==> src/rtl/imem_loader_pkg.sv <==
// ============================================================================
// Module : imem_loader_pkg
// Brief  : Shared constants, state encodings and the word-assembly helper for
//          the instruction-memory boot loader.
// Rev    : 1.0  initial release
// ============================================================================
`default_nettype none

package imem_loader_pkg;

  localparam int c_CNT_W   = 16;
  localparam int c_STATE_W = 3;

  typedef logic [c_STATE_W-1:0] state_t;

  localparam state_t c_ST_HDR0 = 3'd0;
  localparam state_t c_ST_HDR1 = 3'd1;
  localparam state_t c_ST_DATA = 3'd2;
  localparam state_t c_ST_DONE = 3'd3;
  localparam state_t c_ST_ERR  = 3'd4;

  // The three earlier bytes sit in the low 24 bits, oldest byte lowest.
  function automatic logic [31:0] assemble_word(input logic [23:0] low_bytes,
                                                input logic [7:0]  top_byte);
    return {top_byte, low_bytes};
  endfunction

endpackage

`default_nettype wire

==> src/rtl/imem_loader_if.sv <==
// ============================================================================
// Module : imem_loader_if
// Brief  : Byte-stream input and IMEM write bus of the boot loader.
// Rev    : 1.0  initial release
// ============================================================================
`default_nettype none

interface imem_loader_if #(
  parameter int ADDR_W = 10
) ();

  logic              s_valid;
  logic [7:0]        s_data;
  logic              s_ready;
  logic              imem_we;
  logic [ADDR_W-1:0] imem_addr;
  logic [31:0]       imem_wdata;

  // master: the stream source that also observes the IMEM writes; slave: the loader.
  modport master (
    output s_valid,
    output s_data,
    input  s_ready,
    input  imem_we,
    input  imem_addr,
    input  imem_wdata
  );

  modport slave (
    input  s_valid,
    input  s_data,
    output s_ready,
    output imem_we,
    output imem_addr,
    output imem_wdata
  );

endinterface

`default_nettype wire

==> src/rtl/imem_loader.sv <==
// ============================================================================
// Module : imem_loader
// Brief  : Boot-time IMEM writer. Takes a 16-bit LE word count plus 4*N bytes,
//          writes LE 32-bit words to 0..N-1 and holds the core in reset until
//          the final word lands. The integrator ORs core_reset with reset.
// Rev    : 1.0  initial release
// ============================================================================
`default_nettype none

module imem_loader
  import imem_loader_pkg::*;
#(
  parameter int ADDR_W = 10
) (
  input  logic           clk,
  input  logic           reset,
  imem_loader_if.slave   bus,
  input  logic           reload,
  output logic           core_reset,
  output logic           done,
  output logic           err
);

  localparam logic [c_CNT_W:0]   c_DEPTH   = (c_CNT_W+1)'(1) << ADDR_W;
  localparam logic [c_CNT_W-1:0] c_CNT_ONE = (c_CNT_W)'(1);

  state_t              state_q, state_d;
  logic                s_ready_q, s_ready_d;
  logic                imem_we_q, imem_we_d;
  logic [ADDR_W-1:0]   imem_addr_q, imem_addr_d;
  logic [31:0]         imem_wdata_q, imem_wdata_d;
  logic                core_reset_q, core_reset_d;
  logic                done_q, done_d;
  logic                err_q, err_d;
  logic [1:0]          byte_idx_q, byte_idx_d;
  logic [c_CNT_W-1:0]  word_cnt_q, word_cnt_d;
  logic [c_CNT_W-1:0]  n_q, n_d;
  logic [23:0]         sr_q, sr_d;

  logic                w_hs;
  logic [c_CNT_W-1:0]  w_n_hdr;
  logic [c_CNT_W-1:0]  w_cnt_inc;
  logic                w_word_end;
  logic                w_last_word;

  assign w_hs        = bus.s_valid & s_ready_q;
  assign w_n_hdr     = {bus.s_data, n_q[7:0]};
  assign w_cnt_inc   = word_cnt_q + c_CNT_ONE;
  assign w_word_end  = w_hs && (state_q == c_ST_DATA) && (byte_idx_q == 2'd3);
  assign w_last_word = (w_cnt_inc == n_q);

  // ---------------------------------------------------------------- state reg
  always_ff @(posedge clk) begin
    if (reset) begin
      state_q <= c_ST_HDR0;
    end else begin
      state_q <= state_d;
    end
  end

  // --------------------------------------------------------------- next state
  always_comb begin
    state_d = state_q;
    case (state_q)
      c_ST_HDR0: begin
        if (w_hs) state_d = c_ST_HDR1;
      end
      c_ST_HDR1: begin
        if (w_hs) begin
          if (w_n_hdr == '0) begin
            state_d = c_ST_DONE;
          end else if ({1'b0, w_n_hdr} > c_DEPTH) begin
            state_d = c_ST_ERR;
          end else begin
            state_d = c_ST_DATA;
          end
        end
      end
      c_ST_DATA: begin
        // Entering DONE together with the final write drops s_ready at once.
        if (w_word_end && w_last_word) state_d = c_ST_DONE;
      end
      c_ST_DONE, c_ST_ERR: begin
        if (reload) state_d = c_ST_HDR0;
      end
      default: state_d = c_ST_HDR0;
    endcase
  end

  // ----------------------------------------------------------- output decode
  always_comb begin
    s_ready_d    = (state_d == c_ST_HDR0) || (state_d == c_ST_HDR1) ||
                   (state_d == c_ST_DATA);
    // The cycle holding the final write is still "not done"; release follows it.
    done_d       = (state_q == c_ST_DONE) && (state_d == c_ST_DONE);
    core_reset_d = ~done_d;
    err_d        = (state_d == c_ST_ERR);
  end

  // ---------------------------------------------------------------- datapath
  always_comb begin
    imem_we_d    = 1'b0;
    imem_addr_d  = imem_addr_q;
    imem_wdata_d = imem_wdata_q;
    byte_idx_d   = byte_idx_q;
    word_cnt_d   = word_cnt_q;
    n_d          = n_q;
    sr_d         = sr_q;
    case (state_q)
      c_ST_HDR0: begin
        if (w_hs) n_d = {n_q[c_CNT_W-1:8], bus.s_data};
      end
      c_ST_HDR1: begin
        if (w_hs) begin
          n_d        = w_n_hdr;
          byte_idx_d = 2'd0;
          word_cnt_d = '0;
        end
      end
      c_ST_DATA: begin
        if (w_hs) begin
          sr_d       = {bus.s_data, sr_q[23:8]};
          byte_idx_d = byte_idx_q + 2'd1;
        end
        if (w_word_end) begin
          imem_we_d    = 1'b1;
          imem_wdata_d = assemble_word(sr_q, bus.s_data);
          imem_addr_d  = word_cnt_q[ADDR_W-1:0];
          word_cnt_d   = w_cnt_inc;
        end
      end
      c_ST_DONE, c_ST_ERR: begin
        if (reload) begin
          byte_idx_d = 2'd0;
          word_cnt_d = '0;
          n_d        = '0;
          sr_d       = '0;
        end
      end
      default: begin
        byte_idx_d = 2'd0;
        word_cnt_d = '0;
      end
    endcase
  end

  // -------------------------------------------------------- output/data regs
  always_ff @(posedge clk) begin
    if (reset) begin
      s_ready_q    <= 1'b0;
      imem_we_q    <= 1'b0;
      imem_addr_q  <= '0;
      imem_wdata_q <= '0;
      core_reset_q <= 1'b1;
      done_q       <= 1'b0;
      err_q        <= 1'b0;
      byte_idx_q   <= 2'd0;
      word_cnt_q   <= '0;
      n_q          <= '0;
      sr_q         <= '0;
    end else begin
      s_ready_q    <= s_ready_d;
      imem_we_q    <= imem_we_d;
      imem_addr_q  <= imem_addr_d;
      imem_wdata_q <= imem_wdata_d;
      core_reset_q <= core_reset_d;
      done_q       <= done_d;
      err_q        <= err_d;
      byte_idx_q   <= byte_idx_d;
      word_cnt_q   <= word_cnt_d;
      n_q          <= n_d;
      sr_q         <= sr_d;
    end
  end

  assign bus.s_ready    = s_ready_q;
  assign bus.imem_we    = imem_we_q;
  assign bus.imem_addr  = imem_addr_q;
  assign bus.imem_wdata = imem_wdata_q;
  assign core_reset     = core_reset_q;
  assign done           = done_q;
  assign err            = err_q;

endmodule

`default_nettype wire

==> src/flat_wrapper.sv <==
// flat-port wrapper written by rule: the top's interface ports become plain ports
module imem_loader_flat import imem_loader_pkg::*;
#(
  parameter int ADDR_W = 10
)
  (clk, reset, reload, core_reset, done, err, bus_s_valid, bus_s_data, bus_s_ready, bus_imem_we, bus_imem_addr, bus_imem_wdata);
  imem_loader_if #(.ADDR_W(ADDR_W)) bus_i ();
  input  logic clk;
  input  logic reset;
  input  logic reload;
  output logic core_reset;
  output logic done;
  output logic err;
  input wire logic [$bits(bus_i.s_valid)-1:0] bus_s_valid;
  input wire logic [$bits(bus_i.s_data)-1:0] bus_s_data;
  output wire logic [$bits(bus_i.s_ready)-1:0] bus_s_ready;
  output wire logic [$bits(bus_i.imem_we)-1:0] bus_imem_we;
  output wire logic [$bits(bus_i.imem_addr)-1:0] bus_imem_addr;
  output wire logic [$bits(bus_i.imem_wdata)-1:0] bus_imem_wdata;
  assign bus_i.s_valid = bus_s_valid;
  assign bus_i.s_data = bus_s_data;
  assign bus_s_ready = bus_i.s_ready;
  assign bus_imem_we = bus_i.imem_we;
  assign bus_imem_addr = bus_i.imem_addr;
  assign bus_imem_wdata = bus_i.imem_wdata;
  imem_loader #(.ADDR_W(ADDR_W)) u_core (.clk(clk), .reset(reset), .bus(bus_i), .reload(reload), .core_reset(core_reset), .done(done), .err(err));
endmodule
==> config.mk <==
export PLATFORM = sky130hd
export DESIGN_NAME = imem_loader_flat
export DESIGN_NICKNAME = d
export VERILOG_FILES = /design/src/rtl/imem_loader_pkg.sv /design/src/rtl/imem_loader_if.sv /design/src/rtl/imem_loader.sv /design/src/flat_wrapper.sv
export SDC_FILE = /design/constraint.sdc
export NUM_CORES = 1
export LEC_CHECK = 0
export ABC_CLOCK_PERIOD_IN_PS = 2330
export BUFFER_PORTS_ARGS = -buffer_cell sky130_fd_sc_hd__buf_2
export CAP_MARGIN = 20
export CORE_UTILIZATION = 46
export CTS_BUF_LIST = sky130_fd_sc_hd__clkbuf_8
export CTS_CLUSTER_DIAMETER = 150
export DETAILED_ROUTE_END_ITERATION = 12
export PLACE_DENSITY = 0.75
export SLEW_MARGIN = 20
export SYNTH_ARGS = -nofsm -noshare
export SYNTH_HDL_FRONTEND = slang
export SYNTH_SLANG_ARGS = --single-unit
==> constraint.sdc <==
create_clock -name clk -period 2.33 [get_ports clk]
set_input_delay 0.1165 -clock clk [delete_from_list [all_inputs] [get_ports clk]]
set_output_delay 0.1165 -clock clk [all_outputs]
set_load 0.02 [all_outputs]
Word-level counts from Yosys, hierarchy flattened

Cells that the tools add are included.

Output and inout bits: 47
Logic and storage cells: 78
Bits of input ports: 12
Bits in registers: 108

$add $sub $neg: 2
Bitwise gates (word level): 5
Magnitude comparators: 1
Muxes and demuxes: 22
Reductions and logical operators: 20
Equal/unequal tests: 15

Operator list:

| operator              | count |
|---|---|
| $mux 16               | 4 |
| $pmux 16 s4           | 1 |
| $mux 24               | 2 |
| $pmux 16 s3           | 1 |
| $pmux 24 s2           | 1 |
| $mux 3                | 6 |
| $add 16x1->16 const B | 1 |
| $eq 16x16->1          | 1 |
| $gt 16x11->1 const B  | 1 |
| $logic_not 16->1      | 1 |
| $reduce_and 4->1      | 4 |
| $eq 3x2->1 const B    | 4 |
| $pmux 3 s4            | 1 |
| $mux 8                | 1 |
| $ne 2x1->1 const B    | 4 |
| $pmux 2 s4            | 1 |
| $eq 3x1->1 const B    | 2 |
| $eq 3x3->1 const B    | 2 |
| $logic_not 3->1       | 2 |
| $mux 2                | 3 |
| $reduce_bool 2->1     | 3 |
| $logic_and 1x1->1     | 4 |
| $not 1->1             | 4 |
| $reduce_or 2->1       | 2 |
| other kinds (8)       | 9 |

Depth between registers and ports, before layout

Gate-level depths: netlist of run 1.

Word-level depth: 9
Gate-level depth with buffers: 9
Mapped depth without buffers: 7

Least setup slack after synthesis of run 1

OpenSTA, ideal clock, no wires.

Path type: reg2reg
Start point: reg u_core.word_cnt_q[1]
End point: reg u_core.s_ready_q (netlist: u_core.bus.s_ready)
Data arrival time: 1.867 ns
Buffers on the path: 1
Library setup time: 0.116 ns
Path slack: 0.347 ns
Cell stages (with the launch flop): 9
Cell sequence: dfxtp_1 > ha_1 > nand3_1 > or3_1 > buf_2 > xnor2_2 > a211oi_2 > a41oi_1 > o211a_1

Word-level cells in the longest chain between the ends: 8
Elaborated cells on any way between the ends: 10
Classes of those cells: add/sub: 1; eq/ne: 3; mux: 2; reduce/logical: 4

RTL lines:

| item                                          | line               | text |
|---|---|---|
| start, declared                               | imem_loader.sv:36  | `logic [c_CNT_W-1:0] word_cnt_q, word_cnt_d;` |
| start signal, assigned                        | imem_loader.sv:170 | `word_cnt_q <= word_cnt_d;` |
| $add 16x1->16 *                               | imem_loader.sv:48  | `assign w_cnt_inc = word_cnt_q + c_CNT_ONE;` |
| $eq 16x16->1 *                                | imem_loader.sv:50  | `assign w_last_word = (w_cnt_inc == n_q);` |
| $logic_and 1x1->1 *                           | imem_loader.sv:81  | `if (w_word_end && w_last_word) state_d = c_ST_DONE;` |
| $mux 3 *                                      | imem_loader.sv:81  |  |
| $pmux 3 s4 *                                  | imem_loader.sv:64  | `case (state_q)` |
| $eq 3x1->1 or $logic_not 3->1 (tied branches) | imem_loader.sv:92  | `s_ready_d = (state_d == c_ST_HDR0) \|\| (state_d == c_ST_HDR1) \|\|` |
| $logic_or 1x1->1                              | imem_loader.sv:92  |  |
| $logic_or 1x1->1 *                            | imem_loader.sv:92  |  |
| end signal, assigned                          | imem_loader.sv:162 | `s_ready_q <= s_ready_d;` |
| end, declared                                 | imem_loader.sv:28  | `logic s_ready_q, s_ready_d;` |

Every way passes the cells marked *; elsewhere a longest branch is shown, timed or not.
A chain may end at the register's enable or synchronous reset.

Final worst setup path of run 1

Same ends and word-level chain as after synthesis.

==> impl_metrics.csv, run 1 <==
group,metric,value,unit
placed_design,gp_congestion,0.897,
sta,hold_viol_final,0,
power_and_ir_drop,powerDensity,621,mW/mm^2
sta,period_share,94.9,%
synth,synth_top_area_cell,"dfxtp_1",
clocking,clk_latency,0.38,ns
clocking,cts_tree,"yes",
synth,synth_ff_type,"dfxtp_1",
synth,synthArstFlopShare,0,%
clocking,cts_sinks,108,
clocking,cts_made_buffers,9,
floorplan,die-width,102,um
synth,syn-num-nets,568,
critical_path,worstPathRequired,2.61,ns
sta,skew,0.0143,ns
sta,holdWs,0.0304,ns
floorplan,rows,36,
clocking,clk_path_buf_depth,2,
floorplan,ioPinCount,59,
global_routing,grt_use_total,22.0,%
critical_path,cp_max_fo,6,
sta,slew_viol_final,0,
floorplan,die_height,102,um
global_routing,grt_remaining_overflow,0,
sta,fmax,452,MHz
cells_and_area,drive_gt1_share,17.4,%
sta,relSlewSlack,55.6,%
critical_path,regToRegStartpoint,"u_core.word_cnt_q[1]",
hold_path,min_from,"bus_s_data[7]",
floorplan,coreArea,0.00968,mm^2
cells_and_area,nNetsFinal,612,
synth,synth_top_cell_area_share,47.3,%
synth,synth_area,0.00457,mm^2
cells_and_area,final_area,0.00520,mm^2
clocking,postCtsHoldBufs,0,
routing,drtAntennaViolNets,0,
flow_run,drv_cap,0,
synth,ys_ff_latch,108,
critical_path,critical_path_class,"flip-flop to flip-flop",
synth,synth_cell_types,53,
clocking,cts_root_buf,"clkbuf_8",
critical_path,cp.arrival,2.49,ns
global_routing,grt_max_degree,38,
routing,vias,4048,
global_routing,grt_pass1_wl,17.9,mm
floorplan,dieArea,0.0103,mm^2
cells_and_area,area_growth,13.7,%
synth,ys_seq_area_share,47.3,%
critical_path,critPathLaunch,"u_core.word_cnt_q[1]",
synth,synthTopCellsByArea,"dfxtp_1 47%, nand2_1 8.0%, a21oi_1 7.1%",
global_routing,grt_pass1_vias,3760,
status,status,"finished clean",
clocking,h-tree-depth,3,
synth,netlist_top_cells_count,"108 x dfxtp_1, 98 x nand2_1, 75 x nor2_1, 65 x a21oi_1, 42 x a22oi_1",
synth,synth.most_common_cell,"dfxtp_1",
sta,worstMarginPinSlew,0.663,ns
sta,setup_tns,0,ns
power_and_ir_drop,p_leak,2.05,nW
sta,setup_violations,0,
synth,synth-edff-count,0,
sta,finalCriticalPeriod,2.21,ns
synth,synth_cells,554,
cells_and_area,num_antenna_cells,0,
routing,wl_per_cell,14.6,um
placed_design,placed_area,0.00498,mm^2
critical_path,worstSetupEndpointType,"flip-flop",
global_routing,antenna_found_initial,0,
cells_and_area,fin_util,53.7,%
floorplan,start_util,47.2,%
routing,drtIter0Drc,233,
critical_path,critPathLaunchType,"flip-flop",
placed_design,portBuffers,58,
placed_design,dp_hpwl,7.51,mm
power_and_ir_drop,ir_drop,0.000314,V
routing,post_drt_via_cell_ratio,5.50,
synth,yosys_warnings,0,
clocking,clkTransAtPathRegs,0.11,ns
routing,drc,0,
routing,totalWireLength,10.8,mm
routing,drtPass1Iterations,6,
synth,syn_area_per_cell,8.25,um^2
hold_path,hp-class,"input pin to flip-flop",
sta,rsz0062_at_grt,"no",
## kinds of logic (layout without fill, tap and decap cells)
group / after synthesis / in the layout / synth area share [%]
compound gates: 142 / 142 / 19.4
xor+xnor: 24 / 24 / 4.76
fa+ha+maj: 3 / 3 / 0.766
buf+inv: 47 / 96 / 4.43
flops: 108 / 108 / 47.3
mux: 1 / 1 / 0.219
simple gates: 229 / 229 / 23.1
## where the power goes
part | leakage, nW | switching [mW] | internal, mW
combinational | 1.07 | 0.103 | 0.0562
clock | 0.109 | 0.671 | 0.516
sequential | 0.871 | 0.0224 | 1.86
total | 2.05 | 0.797 | 2.43
## sequential cells by signal, summed over array words and instances (netlist names)
signal and flops:
u_core.bus.imem_wdata 32, u_core.sr_q 24, u_core.n_q 16, u_core.word_cnt_q 16, u_core.bus.imem_addr 10, u_core.state_q 3
u_core.byte_idx_q 2, u_core.bus.imem_we 1, u_core.bus.s_ready 1, u_core.core_reset 1, u_core.done 1, u_core.err 1
## cells in the final DEF (no fill, tap or decap), types with 2 or more instances in the layout
cell	instances
a32oi_1	3
or3_1	5
buf_2	58
nand2b_1	2
xnor2_1	11
nand4_2	2
nor4_1	5
and3_1	2
o21ai_0	16
o21bai_1	2
nor2_1	75
nor3_1	3
inv_6	3
inv_1	5
dfxtp_1	108
nand3_1	9
o211a_1	2
a21oi_1	65
or4_1	2
buf_4	17
nand3b_1	5
nor4_2	2
nand4b_1	2
nand4_1	4
clkbuf_8	9
o22ai_1	2
and2_0	2
and2_1	2
nor2b_1	2
a22oi_1	42
nand2_1	98
xor2_1	12
## final cells by class
type,count,area (um^2)
fill,915,4480
multi-input combinational,399,2230
sequential,108,2160
timing repair buffer,75,418
tap,133,166
clock buffer,9,124
clock inverter,7,85.1
inverter,5,18.8
## critical path: stages, from the launching register on
cell      delay [ns]
dfxtp_1         0.45
ha_2            0.27
nand3_1         0.19
or3_4           0.46
xnor2_2         0.15
a211oi_2        0.16
a41oi_1         0.18
o211a_1         0.24
## layer usage
metal	vias up	track usage [%]	share of wire, %
li1	2000	-	-
met1	1917	28.8	45
met2	106	35.4	48
met3	25	4.49	4.1
met4	0	9.25	2.4
met5	-	0	0
## final timing paths
check,end,slack [ns],cells past startpoint
max reg2reg,u_core.bus.s_ready,0.12,7
min,u_core.bus.imem_wdata[31],0.03,3
max,u_core.bus.s_ready,0.12,7
min reg2reg,u_core.bus.imem_wdata[2],0.46,2
## stage by stage
stage	power [mW]	setup slack [ns]	std cells
floorplan	2.02	0.347	554
finish	3.23	0.120	736
CTS	3.25	0.0402	736
detailed placement	2.08	0.0650	720
global route	3.34	0.00362	736
global placement	2.08	0.168	720
## timing repair
item                                    in CTS  in global routing
hold endpoints to repair                     0                  0
resized for setup                            0                  3
buffers inserted                             0                  0
endpoints found under the setup margin       0                  1
Power figures use the tool's default switching activity.
==> inputs of run 2 (changes only) <==
--- a/config.mk
+++ b/config.mk
@@ -8,11 +8,11 @@
 export ABC_CLOCK_PERIOD_IN_PS = 2330
 export BUFFER_PORTS_ARGS = -buffer_cell sky130_fd_sc_hd__buf_2
 export CAP_MARGIN = 20
-export CORE_UTILIZATION = 46
+export CORE_UTILIZATION = 50
 export CTS_BUF_LIST = sky130_fd_sc_hd__clkbuf_8
 export CTS_CLUSTER_DIAMETER = 150
 export DETAILED_ROUTE_END_ITERATION = 12
-export PLACE_DENSITY = 0.75
+export PLACE_DENSITY = 0.8
 export SLEW_MARGIN = 20
 export SYNTH_ARGS = -nofsm -noshare
 export SYNTH_HDL_FRONTEND = slang
==> run 2 against run 1 <==
Count of clock-buffer cells in the layout is the same. Via count is 2.5% higher. Largest cell class unchanged. Largest power group unchanged. Critical path depth down 1. Clock power down 9%. The run now ends with design-rule violations left.
==> impl_metrics.csv, run 2 (synthesis gave the netlist of run 1 again) <==
group,metric,value,unit
critical_path,crit_chain,"nand4_2 -> nor3_1 -> nand4_1 -> a211oi_2 -> a41oi_1 -> o211a_1",
floorplan,coreArea,0.00881,mm^2
critical_path,cp_max_fo,9,
placed_design,dp_hpwl,7.48,mm
routing,met1_length,4.68,mm
placed_design,gp_congestion,0.963,
critical_path,critPathLaunch,"u_core.word_cnt_q[3]",
sta,rsz0062_at_grt,"no",
clocking,postCtsHoldBufs,0,
floorplan,dieArea,0.00953,mm^2
cells_and_area,area_growth,13.2,%
global_routing,grt_max_degree,54,
power_and_ir_drop,p_leak,2.06,nW
hold_path,hp-class,"input pin to flip-flop",
clocking,clk_path_buf_depth,2,
critical_path,cp_num_buf_inv,0,
hold_path,min_from,"bus_s_data[0]",
placed_design,portBuffers,58,
cells_and_area,mostFrequentLayoutCell,"dfxtp_1",
power_and_ir_drop,powerDensity,603,mW/mm^2
placed_design,placed_area,0.00498,mm^2
hold_path,hold-path-cell-count,3,
cells_and_area,drive_gt1_share,17.2,%
clocking,cts_tree,"yes",
critical_path,r2r_slack,0.17,ns
critical_path,worstPathRequired,2.60,ns
cells_and_area,largest_reg_flops,32,
flow_run,drv_cap,0,
status,status,"finished with violations",
global_routing,grt_remaining_overflow,0,
sta,fmax,463,MHz
global_routing,grt_use_total,23.4,%
critical_path,timing.rr.end,"u_core.bus.s_ready",
critical_path,reg2regPathDepth,6,
sta,slew_viol_final,0,
floorplan,ioPinCount,59,
routing,drtPass1Iterations,9,
floorplan,die-width,97.6,um
critical_path,regToRegStartpoint,"u_core.word_cnt_q[3]",
power_and_ir_drop,fin_total_pwr,3.12,mW
cells_and_area,num_antenna_cells,0,
clocking,clk_latency,0.36,ns
sta,setup_violations,0,
clocking,clkTransAtPathRegs,0.11,ns
routing,drtIter0Drc,297,
critical_path,worstSetupEndpointType,"flip-flop",
sta,period_share,92.6,%
routing,post_drt_via_cell_ratio,5.83,
sta,worstMarginPinSlew,0.659,ns
global_routing,grt_pass1_wl,18.2,mm
routing,vias,4148,
critical_path,path_delay_family,"simple AND/OR/NAND/NOR gates",
global_routing,antenna_found_initial,0,
sta,setup_tns,0,ns
global_routing,grt_pass1_vias,3880,
critical_path,critical_path_class,"flip-flop to flip-flop",
sta,hold_viol_final,0,
routing,wl_met2,5.08,mm
critical_path,cpMaxStageDelayCell,"dfxtp_1",
clocking,h-tree-depth,3,
clocking,cts_sinks,108,
cells_and_area,fin_util,58.8,%
critical_path,slowest_delay,0.51,ns
floorplan,rows,34,
routing,top_layer,"met4",
floorplan,die_height,97.6,um
hold_path,hold_end,"u_core.bus.imem_wdata[24]",
routing,drc,2,
clocking,cts_root_buf,"clkbuf_8",
clocking,cts_made_buffers,9,
sta,relSlewSlack,56.1,%
floorplan,start_util,51.9,%
sta,finalCriticalPeriod,2.16,ns
cells_and_area,final_area,0.00518,mm^2
routing,met3_length,775,um
routing,drtAntennaViolNets,0,
critical_path,cp.arrival,2.43,ns
critical_path,critPathLaunchType,"flip-flop",
routing,wl_per_cell,15.1,um
cells_and_area,nNetsFinal,612,
cells_and_area,layout_common_cells,"107 x dfxtp_1, 98 x nand2_1, 75 x nor2_1",
power_and_ir_drop,ir_drop,0.000398,V
status,violations,"design-rule violations",
sta,skew,0.0107,ns
routing,totalWireLength,10.7,mm
-- run 2: final cells by class --
class / count / area (um^2)
Tap cell: 108 / 135
Inverter: 5 / 18.8
Fill cell: 768 / 3630
Clock inverter: 7 / 67.6
Sequential cell: 108 / 2160
Timing Repair Buffer: 75 / 455
Clock buffer: 9 / 124
Multi-Input combinational cell: 399 / 2210
-- run 2: how the worst max path moves through the flow --
stage                          to  slack [ns]  cells after the start
2_1_floorplan  u_core.bus.s_ready        0.35                      8
3_3_place_gp   u_core.bus.s_ready        0.28                      7
3_5_place_dp   u_core.bus.s_ready        0.18                      7
4_1_cts        u_core.bus.s_ready        0.16                      7
5_1_grt        u_core.bus.s_ready        0.04                      7
6_report       u_core.bus.s_ready        0.17                      6
-- run 2: worst reg2reg max path, stage by stage, from the launching register on --
cell and delay [ns]:
dfxtp_1 0.51, nand4_2 0.24, nor3_1 0.46, nand4_1 0.18, a211oi_2 0.27, a41oi_1 0.17
o211a_1 0.23
-- run 2: where the power goes --
part	switching, mW	leakage, nW	internal, mW
Clock	0.664	0.0989	0.415
Sequential	0.0213	0.872	1.86
Combinational	0.105	1.09	0.0597
Total	0.790	2.06	2.33
-- run 2: what timing repair did --
item	CTS	global route
endpoints found under the setup margin	0	1
buffers inserted	0	0
gates resized for setup	0	1
-- run 2: layer usage --
layer  global-route usage (%)  vias to the layer above
li1                         -                     2006
met1                     30.3                     1951
met2                     38.6                      166
met3                     4.82                       25
met4                     8.51                        0
met5                        0                        -
-- run 2: through the flow --
stage | hold WS, ns | cells | worst slack (ns)
2_1_floorplan | 0.253 | 554 | 0.347
3_3_place_gp | 0.423 | 695 | 0.279
3_5_place_dp | 0.428 | 695 | 0.176
4_1_cts | 0.0314 | 711 | 0.161
5_1_grt | 0.0346 | 711 | 0.0422
6_report | 0.0458 | 711 | 0.172
